$ cat src/rtl/req_age_queue.sv
// req_age_queue: in-order request queue with timestamp admission and age-based release.
// Requests are admitted once cur_time reaches their trace timestamp, held in arrival
// order, aged once per cycle, and released from the head via valid/ready after
// reaching AGE_LIMIT. Out-of-order timestamps are consumed and flagged, not stored.
//   CPU_clock, rst              : clock, asynchronous active-high reset
//   in_valid/in_ready, in_*     : request input handshake and payload
//   out_valid/out_ready, out_*  : head entry output handshake and payload
//   cur_time                    : simulation time counter
//   count, full, empty          : occupancy status
//   insert_flag, exit_flag      : registered one-cycle event pulses
//   order_err                   : registered pulse for a discarded out-of-order request
module req_age_queue #(
  parameter int DEPTH     = 16,
  parameter int ADDR_W    = 33,
  parameter int TIME_W    = 64,
  parameter int AGE_LIMIT = 100,
  parameter int AGE_W     = 8
) (
  input  logic                         CPU_clock,
  input  logic                         rst,
  input  logic                         in_valid,
  output logic                         in_ready,
  input  logic [TIME_W-1:0]            in_time,
  input  logic [1:0]                   in_opcode,
  input  logic [ADDR_W-1:0]            in_addr,
  output logic                         out_valid,
  input  logic                         out_ready,
  output logic [TIME_W-1:0]            out_time,
  output logic [1:0]                   out_opcode,
  output logic [ADDR_W-1:0]            out_addr,
  output logic [TIME_W-1:0]            cur_time,
  output logic [$clog2(DEPTH+1)-1:0]   count,
  output logic                         full,
  output logic                         empty,
  output logic                         insert_flag,
  output logic                         exit_flag,
  output logic                         order_err
);

  localparam int CNT_W = $clog2(DEPTH+1);
  localparam logic [AGE_W-1:0] AGE_MAX = AGE_W'(AGE_LIMIT);

  logic [TIME_W-1:0] slot_time [DEPTH];
  logic [1:0]        slot_op   [DEPTH];
  logic [ADDR_W-1:0] slot_addr [DEPTH];
  logic [AGE_W-1:0]  slot_age  [DEPTH];

  logic [TIME_W-1:0] last_time;
  logic              insert_p1;
  logic              exit_p1;
  logic              err_p1;

  logic              hs;
  logic              ord_bad;
  logic              push;
  logic              pop;
  logic [CNT_W-1:0]  wr_idx;

  function automatic logic [AGE_W-1:0] sat_age(input logic [AGE_W-1:0] a);
    if (a >= AGE_MAX) return AGE_MAX;
    return a + 1'b1;
  endfunction

  // Stage p0: combinational handshake decode
  assign full      = (count == CNT_W'(DEPTH));
  assign empty     = (count == '0);
  assign in_ready  = !full && (in_time <= cur_time);
  assign hs        = in_valid && in_ready;
  assign ord_bad   = hs && (in_time < last_time);
  assign push      = hs && !ord_bad;
  assign out_valid = !empty && (slot_age[0] == AGE_MAX);
  assign pop       = out_valid && out_ready;
  assign wr_idx    = pop ? (count - 1'b1) : count;

  assign out_time   = empty ? '0 : slot_time[0];
  assign out_opcode = empty ? '0 : slot_op[0];
  assign out_addr   = empty ? '0 : slot_addr[0];

  assign insert_flag = insert_p1;
  assign exit_flag   = exit_p1;
  assign order_err   = err_p1;

  // Stage p1: control state, ages and event flags
  always_ff @(posedge CPU_clock or posedge rst) begin
    if (rst) begin
      count     <= '0;
      cur_time  <= '0;
      last_time <= '0;
      insert_p1 <= 1'b0;
      exit_p1   <= 1'b0;
      err_p1    <= 1'b0;
      for (int i = 0; i < DEPTH; i++) begin
        slot_age[i] <= '0;
      end
    end else begin
      count     <= count + CNT_W'(push) - CNT_W'(pop);
      insert_p1 <= push;
      exit_p1   <= pop;
      err_p1    <= ord_bad;
      if (empty && in_valid && (in_time > cur_time)) begin
        cur_time <= in_time;
      end else begin
        cur_time <= cur_time + 1'b1;
      end
      if (push) begin
        last_time <= in_time;
      end
      for (int i = 0; i < DEPTH; i++) begin
        if (push && (wr_idx == CNT_W'(i))) begin
          slot_age[i] <= '0;
        end else if (pop) begin
          if ((i < DEPTH-1) && (CNT_W'(i+1) < count)) begin
            slot_age[i] <= sat_age(slot_age[(i < DEPTH-1) ? i+1 : i]);
          end else begin
            slot_age[i] <= '0;
          end
        end else if (CNT_W'(i) < count) begin
          slot_age[i] <= sat_age(slot_age[i]);
        end else begin
          slot_age[i] <= '0;
        end
      end
    end
  end

  // Stage p1: payload storage (only meaningful within 0..count-1)
  always_ff @(posedge CPU_clock) begin
    for (int i = 0; i < DEPTH; i++) begin
      if (push && (wr_idx == CNT_W'(i))) begin
        slot_time[i] <= in_time;
        slot_op[i]   <= in_opcode;
        slot_addr[i] <= in_addr;
      end else if (pop && (i < DEPTH-1)) begin
        slot_time[i] <= slot_time[(i < DEPTH-1) ? i+1 : i];
        slot_op[i]   <= slot_op[(i < DEPTH-1) ? i+1 : i];
        slot_addr[i] <= slot_addr[(i < DEPTH-1) ? i+1 : i];
      end
    end
  end

endmodule
$ cat config.mk
export PLATFORM = sky130hd
export DESIGN_NAME = req_age_queue
export DESIGN_NICKNAME = d
export VERILOG_FILES = /design/src/rtl/req_age_queue.sv
export SDC_FILE = /design/constraint.sdc
export NUM_CORES = 2
export LEC_CHECK = 0
export ABC_AREA = 0
export CAP_MARGIN = 10
export CORE_AREA = 2 2 650 329
export CTS_BUF_LIST = sky130_fd_sc_hd__clkbuf_4 sky130_fd_sc_hd__clkbuf_8
export CTS_CLUSTER_DIAMETER = 120
export DETAILED_ROUTE_END_ITERATION = 10
export DIE_AREA = 0 0 652 331
export GPL_ROUTABILITY_DRIVEN = 0
export PLACE_DENSITY = 0.58
export SYNTH_ARGS = -nofsm -noshare
export SYNTH_HDL_FRONTEND = slang
export SYNTH_SLANG_ARGS = --single-unit
$ cat constraint.sdc
create_clock -name CPU_clock -period 16.8 [get_ports CPU_clock]
set_clock_uncertainty 0.1 [all_clocks]
set_input_delay 2.52 -clock CPU_clock [delete_from_list [all_inputs] [get_ports CPU_clock]]
set_output_delay 2.52 -clock CPU_clock [all_outputs]
set_load 0.03 [all_outputs]
==> run summary <==
Core Footprint: 210000 um2
global-route wire length before repair: 327000 um
initial antenna violation count: 7
setup_tns: 0 ps
Synth async-reset ratio: 14.3%
Slew @ Worst Pin: 1240 ps
DIE HEIGHT: 331 um
MaxCap Viol Count: 0
Top FF cell, synth: edfxtp_1
fmax: 103 MHz
gr ovfl total: 0
Post-DRT Antenna Nets: 0
H-tree depth: 5
commonest cells after routing, fill and taps aside: 1584 x edfxtp_1, 1503 x mux2_2, 303 x clkbuf_8, 277 x clkdlybuf4s50_1, 264 x dfrtp_1
synth unique cells: 71
Slowest-stage cell, CP: clkdlybuf4s50_1
Power Density: 162 nW/um2
cell area after synthesis: 83600 um2
post_cts resized: 0
commonest non-fill, non-tap cell in the layout: edfxtp_1
P&R area growth vs syn: 13.7%
Compound-Gate Fraction of Synth Area: 2.66%
CP max FO: 20
Setup Viol. Count Final: 0
worst flop-to-flop path startpoint: count[2]$_DFF_PP0_
Syn. warnings: 0
vias post-DR: 47269
Cell Chain, Critical Path: clkdlybuf4s50_1, ha_1, nand4_1, nor4_1, buf_4, nand3_1, or4_1, o21ai_0, o21a_2, nor2_1, clkdlybuf4s50_1
number of fill cells: 18371
initial DRC count: 3938
Crit path max-delay family: buffers and inverters
Via density: 5.47
count of port buffers added during placement: 277
Clock Sinks: 1848
later-pin clock latency in the skew report: 920 ps
RSZ-0062 raised after global routing: no
cts hold-fix bufs: 0
status: completed
WP data arrival: 7060 ps
root buffer cell: clkbuf_8
most used cell, CP: clkdlybuf4s50_1
minimum clock period: 9680 ps
CP Data Required Time: 14180 ps
initial core utilization: 39.9%
worst hold path class: reg2reg
share of layout cells above drive strength 1: 35.8%
largest family of logic cells by synthesized area: multiplexers
setup ws final: 7120 ps
setup bufs post-CTS: 0
post-synthesis mux area share: 21.7%
post-layout total power: 15.4 mW
critical path capture point type: primary output
Pins Over Slew Limit: 0
Die ar.: 216000 um2
adder-cell share of the synthesized area: 2.63%
router iterations before antenna repair: 5
Num CTS Buffers: 285
# DRC: 0
post-synthesis cell count: 5291
delay of the slowest critical-path stage: 890 ps
dpl ws: 6860 ps
Critical Path Start: in_time[62]
nets@finish: 5929
average wire per standard cell: 25.7 um
Buffers & Inverters on Critical Path: 3
Worst VDD drop: 0.000162 V
simple-gate share of the synthesized area: 4.14%
TritonCTS clock tree: done
CTS max path bufs: 4
startpoint types: primary input
mean cell area of the mapped netlist: 15.8 um2
# IOs: 278
HPWL after DPL: 120000 um
CTS clk-pin slew, worst paths: 60 ps
Synth Area in XOR/XNOR: 1.37%
Leakage: 33.2 nW
Final Hold Viols: 0
Die Wd: 652 um
relative slew slack: 16.3%
Seq/Total Area, Yosys: 64.8%
hold_sp: last_time[3]$_DFFE_PP0P_
GRT Resource Usage Total: 20.2%
EDFF count, synth: 1584
number of global-route vias before repair: 49349
Final Util: 45.4%
Row Count: 119
#FFs+latches synth: 1848
Final Cycle Share: 57.6%
largest net degree at the start of global routing: 100
routed wire length: 222000 um
kind of critical path: in2out
-- Yosys cell counts (all sizes together), types with 7 or more instances --
cell type	count	area, um2
o21a	7	53.8
ha	174	2180
o21ai	48	240
and2	104	651
or3	17	111
and3	43	269
edfxtp	1584	47600
xor2	31	272
xnor2	100	876
nand2	149	559
nor2	159	597
nor2b	8	50.1
clkbuf	140	526
nor4	15	93.8
a21oi	142	714
nand4	34	213
inv	184	691
o211ai	7	52.6
nor3	47	235
a21o	11	82.6
o22ai	10	62.6
buf	177	1010
a311o	8	80.1
dfrtp	264	6610
a31oi	28	175
mux2	1612	18200
a311oi	8	70.1
o31ai	13	249
and4	16	140
o32ai	11	96.3
nand3	63	315
nand2b	18	113
-- worst register-to-register path, stage by stage (launching register included) --
cell,delay [ps]
dfrtp_1,600
inv_1,350
ha_1,280
nand3b_1,150
nand4_1,120
buf_4,530
buf_4,790
inv_4,420
nor3_1,260
a31oi_1,70
nor2_1,260
nand2_1,260
o31ai_4,770
buf_4,870
buf_4,810
mux2_2,470
-- metal layers --
metal | track usage (%) | share of wire (%) | vias up
met4 | 5.55 | 2.4 | 0
met5 | 0 | 0 | -
met3 | 2.71 | 4.9 | 356
met2 | 33.3 | 47 | 1287
li1 | - | - | 20659
met1 | 28.3 | 46 | 24967
-- final cells by class --
class	instances	area (um2)	share of cell area (%)
tap	2783	3480	3.66
clock inverter	79	448	0.471
multi-input combinational	2955	27500	28.9
clock buffer	420	5050	5.31
inverter	186	712	0.749
timing repair buffer	375	3720	3.91
sequential	1848	54200	57.0
antenna	2	5.00	0.00526
-- flip-flops by register name, indices dropped and copies added, names as in the netlist, 5 cells and up --
register,cells
slot_addr,528
slot_age,128
count,5
cur_time,64
slot_op,32
slot_time,1024
last_time,64
-- cells by family after synthesis --
group | Yosys count
AO/OA/AOI/OAI | 332
XOR/XNOR | 131
adder cells (fa/ha/maj) | 175
buffers and inverters | 503
flip-flops | 1848
multiplexers | 1613
other | 1
AND/OR/NAND/NOR | 688
-- final timing paths --
kind | endpoint | slack, ps | depth (start not counted)
setup / recovery | in_ready | 7120 | 11
hold / removal | last_time[3]$_DFFE_PP0P_ | 390 | 1
setup reg to reg | slot_time[1][109]$_DFFE_PP_ | 9430 | 15
hold reg to reg | last_time[3]$_DFFE_PP0P_ | 390 | 1
max in group asynchronous | cur_time[44]$_DFF_PP0_ | 12450 | 4
min in group asynchronous | slot_age[6]$_DFF_PP0_ | 2040 | 2
-- metrics by stage --
step	hold WS [ps]	instance area, um2	instances
2_1_floorplan	357	83700	5306
3_3_place_gp	368	89500	8145
3_5_place_dp	375	89500	8145
4_1_cts	389	95000	8644
5_1_grt	403	95100	8647
6_report	385	95100	8648
-- power by group --
group          total (mW)  switching, mW  leakage (nW)  internal (mW)
clock                3.77           1.80          2.92           1.97
combinational        4.95           3.06          12.5           1.89
sequential           6.72          0.400          17.8           6.32
total                15.4           5.26          33.2           10.2
(Power assumes the default switching activity.)
